File: config.mk
export PLATFORM = sky130hd
export DESIGN_NAME = eval_word_arbiter
export DESIGN_NICKNAME = d
export VERILOG_FILES = /design/src/rtl/eval_word_arbiter.sv
export SDC_FILE = /design/constraint.sdc
export NUM_CORES = 1
export LEC_CHECK = 0
export CAP_MARGIN = 20
export CORE_UTILIZATION = 40
export CTS_CLUSTER_DIAMETER = 150
export DETAILED_ROUTE_END_ITERATION = 10
export PLACE_DENSITY = 0.85
export REMOVE_ABC_BUFFERS = 1
export SLEW_MARGIN = 20
export SYNTH_ARGS = -nofsm -noshare
export SYNTH_HDL_FRONTEND = slang
export SYNTH_SLANG_ARGS = --single-unit
File: constraint.sdc
create_clock -name clock -period 2.74 [get_ports clock]
set_input_delay 0.548 -clock clock [delete_from_list [all_inputs] [get_ports clock]]
set_output_delay 0.548 -clock clock [all_outputs]
set_load 0.02 [all_outputs]
File: src/rtl/eval_word_arbiter.sv
// rtl/eval_word_arbiter.sv - two-requester burst arbiter onto one registered word channel
module eval_word_arbiter #(
   parameter int WIDTH = 32
) (
   input  logic             clock,
   input  logic             reset,
   input  logic             req0_valid,
   output logic             req0_ready,
   input  logic [WIDTH-1:0] req0_data,
   input  logic             req0_last,
   input  logic             req1_valid,
   output logic             req1_ready,
   input  logic [WIDTH-1:0] req1_data,
   input  logic             req1_last,
   output logic             out_valid,
   input  logic             out_ready,
   output logic [WIDTH-1:0] out_data,
   output logic             out_src,
   output logic             out_last,
   output logic [1:0]       grant
);

   typedef enum logic [1:0] {
      IDLE  = 2'd0,
      BUSY0 = 2'd1,
      BUSY1 = 2'd2
   } state_t;

   state_t state;
   state_t next_state;
   logic   pointer;
   logic   slot_free;
   logic   accept0;
   logic   accept1;

   // The output register can take a new beat when empty or being drained this cycle.
   assign slot_free = !out_valid || out_ready;

   // Only the burst owner sees ready; IDLE always spends one cycle arbitrating.
   assign req0_ready = (state == BUSY0) && slot_free;
   assign req1_ready = (state == BUSY1) && slot_free;
   assign accept0    = req0_valid && req0_ready;
   assign accept1    = req1_valid && req1_ready;
   assign grant      = {state == BUSY1, state == BUSY0};

   // State register: ownership held until the owner's last beat is accepted.
   always_ff @(posedge clock) begin
      if (reset) begin
         state <= IDLE;
      end else begin
         state <= next_state;
      end
   end

   // Next-state: round-robin pointer breaks ties in IDLE; bursts are never preempted.
   always_comb begin
      next_state = state;
      case (state)
         IDLE: begin
            if (req0_valid && req1_valid) begin
               next_state = pointer ? BUSY1 : BUSY0;
            end else if (req0_valid) begin
               next_state = BUSY0;
            end else if (req1_valid) begin
               next_state = BUSY1;
            end
         end
         BUSY0: begin
            if (accept0 && req0_last) begin
               next_state = IDLE;
            end
         end
         BUSY1: begin
            if (accept1 && req1_last) begin
               next_state = IDLE;
            end
         end
         default: next_state = IDLE;
      endcase
   end

   // Pointer favours the requester that did not just finish a burst.
   always_ff @(posedge clock) begin
      if (reset) begin
         pointer <= 1'b0;
      end else if (accept0 && req0_last) begin
         pointer <= 1'b1;
      end else if (accept1 && req1_last) begin
         pointer <= 1'b0;
      end
   end

   // Output register: load on accept, otherwise drop valid once consumed; payload holds.
   always_ff @(posedge clock) begin
      if (reset) begin
         out_valid <= 1'b0;
         out_data  <= '0;
         out_src   <= 1'b0;
         out_last  <= 1'b0;
      end else if (accept0) begin
         out_valid <= 1'b1;
         out_data  <= req0_data;
         out_src   <= 1'b0;
         out_last  <= req0_last;
      end else if (accept1) begin
         out_valid <= 1'b1;
         out_data  <= req1_data;
         out_src   <= 1'b1;
         out_last  <= req1_last;
      end else if (out_ready) begin
         out_valid <= 1'b0;
      end
   end

endmodule

==> results of run 1 <==
-- registers in the layout (all words and copies together), names as in the netlist --
signal     cells
out_data      32
state          2
out_last       1
out_src        1
out_valid      1
pointer        1
-- routing by layer --
| metal | vias up | wire length (um) | track usage, % |
|---|---|---|---|
| met4 | 0 | 53 | 7.26 |
| met3 | 6 | 318 | 5.52 |
| li1 | 846 | - | - |
| met2 | 70 | 2080 | 31.5 |
| met1 | 757 | 1840 | 22.1 |
| met5 | - | 0 | 0 |
-- through the flow --
stage	setup WS [ns]	setup TNS, ns	utilization, %
CTS	0.201	0	68.2
global placement	0.206	0	66.5
finish	0.197	0	68.2
global route	0.114	0	68.2
detailed placement	0.220	0	66.5
floorplan	-0.873	-28.40	-
-- logic make-up (layout without fill, tap and decap cells) --
kind of cell | Yosys count | after routing | synth area share [%]
flops | 38 | 38 | 41.8
buf+inv | 16 | 121 | 6.11
compound gates | 42 | 42 | 22.5
simple gates | 49 | 49 | 12.0
mux | 32 | 32 | 17.6
-- worst max-delay path: cells and delay by family --
kind	cells	cell delay (ns)
simple gates	2	0.26
buf+inv	3	1.18
-- cell usage after synthesis (all sizes together) (3+ instances only) --
| library cell | instances | area (um^2) |
|---|---|---|
| buf | 10 | 85.1 |
| nor2 | 33 | 124 |
| clkbuf | 5 | 22.5 |
| a211oi | 33 | 348 |
| mux2i | 32 | 320 |
| a21oi | 5 | 36.3 |
| nand2 | 3 | 11.3 |
| nand2b | 3 | 18.8 |
| dfxtp | 38 | 761 |
| nor2b | 3 | 18.8 |
-- area by class of cell --
type	count	area share, %
Sequential cell	38	25.6
Timing Repair Buffer	113	37.6
Inverter	1	0.126
Clock buffer	7	2.57
Tap cell	52	2.19
Multi-Input combinational cell	123	32.0
-- power groups by stage --
stage	Sequential, mW	Combinational (mW)	Clock (mW)
4_1_cts	0.632	0.478	0.361
2_1_floorplan	0.702	0.174	0
3_5_place_dp	0.644	0.477	0
5_1_grt	0.640	0.507	0.387
3_3_place_gp	0.642	0.468	0
6_report	0.632	0.472	0.347
-- worst min path at each step --
stage | from | endpoint | slack [ns] | cells past startpoint
after CTS | out_data[29] | out_data[29] | 0.50 | 2
after global placement | pointer | pointer | 0.48 | 2
after detailed placement | out_data[29] | out_data[29] | 0.49 | 2
after global routing | out_data[31] | out_data[31] | 0.51 | 2
final | out_data[29] | out_data[29] | 0.49 | 2
after floorplan | pointer | pointer | 0.46 | 2
==> flow_summary_export.csv, run 1 <==
group,metric,value,unit
timing,fmax,393,MHz
pwr,power.density,488,mW/mm^2
logic_synthesis,ys_seq_area_share,41.8,%
critical_path,cp_slowest_stage_delay,0.62,ns
grt,antenna_found_initial,0,
clock_network,tritoncts,"yes",
critical_path,worst-path-max-fanout,4,
pwr,p_sw_share,28.7,%
route,detail-route-antenna-nets,0,
grt,grt_pass1_vias,1616,
critical_path,r2r-end,"out_data[22]",
critical_path,ff2ff_setup_slack,1.19,ns
floorplanning,die_w,69.5,um
pwr,p_leak,1.21,nW
critical_path,crit_end,"req1_ready",
finish,nFillCells,344,
clock_network,clk_latency,0.27,ns
clock_network,post-cts-setup-buffer-count,0,
timing,finalSetupViolations,0,
placement,io_buffers,109,
clock_network,cts_root_buf,"clkbuf_8",
pwr,power_frac_seq,43.6,%
run_status,status,"completed",
clock_network,cts_inserted_buffers,5,
grt,grt_overflow_total,0,
critical_path,crit_path_end_kind,"primary output",
critical_path,worstPathRequired,2.19,ns
route,drcViolationCount,0,
timing,post-route-min-period,2.54,ns
route,first_pass_iters,4,
finish,seqCellArea,761,um^2
critical_path,r2r-start,"state[1]",
placement,place_hpwl,3.27,mm
placement,dp.cells,327,
critical_path,critical-path-slowest-cell,"clkdlybuf4s50_1",
critical_path,path_class,"in -> out",
route,routed_via_density,5.03,
timing,tightest_slew,0.878,ns
clock_network,cts.sinks,38,
logic_synthesis,synth-seq-cells,38,
clock_network,cts_resized,0,
pwr,p_int,1.03,mW
timing,fin_crit_sh,92.8,%
finish,multi_input_area,950,um^2
critical_path,cp-start-kind,"input pin",
worst_hold_path,hold_path.class,"reg -> reg",
route,wl_per_cell,12.9,um
pwr,p_comb_share,32.5,%
finish,final_common_cell,"clkdlybuf4s50_1",
logic_synthesis,synth_ff_type,"dfxtp_1",
critical_path,r2r_cells,4,
logic_synthesis,postSynth.asyncResetShare,0,%
timing,hold_viol,0,
critical_path,setup.worst_path.start,"out_ready",
floorplanning,core_area,0.00435,mm^2
pwr,ir_drop,287,uV
grt,grt_max_degree,39,
floorplanning,rows,24,
clock_network,htree_levels,2,
critical_path,crit_top_cell,"clkdlybuf4s50_1",
placement,post_dp_cell_area,0.00290,mm^2
timing,rsz0062_at_grt,"no",
timing,hold_slack,0.494,ns
floorplanning,initial_core_util,41.8,%
finish,num_antenna_cells,0,
clock_network,path_clk_slew,0.06,ns
grt,grt.total_usage,18.6,%
floorplanning,dieArea,0.00483,mm^2
route,wl,4.30,mm
timing,finalMaxSlewViolations,0,
logic_synthesis,syn-cell-area,0.00182,mm^2
flow_run,max_cap_viol_count,0,
clock_network,hold_buffers,0,
timing,fin_worst_skew,0.00576,ns
route,num_vias,1679,
finish,fin_cells,334,
finish,finish.net_count,353,
pwr,clock_power_share,23.9,%
grt,grt_first_pass_wirelength,7.36,mm
timing,relSlewSlack,41.4,%
finish,layout_common_cells,"clkdlybuf4s50_1, dfxtp_1, nor2_1",
clock_network,cts_buffer_depth,2,
critical_path,crit_arrival,2.00,ns
logic_synthesis,synth-edff-count,0,
critical_path,crit_chain,"clkdlybuf4s50_1 > nand2b_1 > nand2_1 > inv_1 > clkdlybuf4s50_1",
logic_synthesis,synth_area_per_cell,10.3,um^2
logic_synthesis,ys_warn_count,0,
finish,final_cell_area,0.00297,mm^2
placement,place_congestion,0.782,
floorplanning,die_h,69.5,um
finish,drive_above_1_share,11.0,%
pwr,power.total,1.45,mW
pwr,switchingPower,0.417,mW
logic_synthesis,synthCells,177,
logic_synthesis,synth_cell_types,24,
floorplanning,pin_count,110,
route,drt_iter0_drc,63,
finish,areaGrowthSynthToFinish,63.1,%
(Power assumes the default switching activity.)
==> inputs of run 2 (changes only) <==
--- a/config.mk
+++ b/config.mk
@@ -5,6 +5,7 @@
 export SDC_FILE = /design/constraint.sdc
 export NUM_CORES = 1
 export LEC_CHECK = 0
+export ABC_CLOCK_PERIOD_IN_PS = 2740
 export CAP_MARGIN = 20
 export CORE_UTILIZATION = 40
 export CTS_CLUSTER_DIAMETER = 150
==> results of run 2 <==
Same layout as run 1: the final DEF is identical, and so are final timing and power.
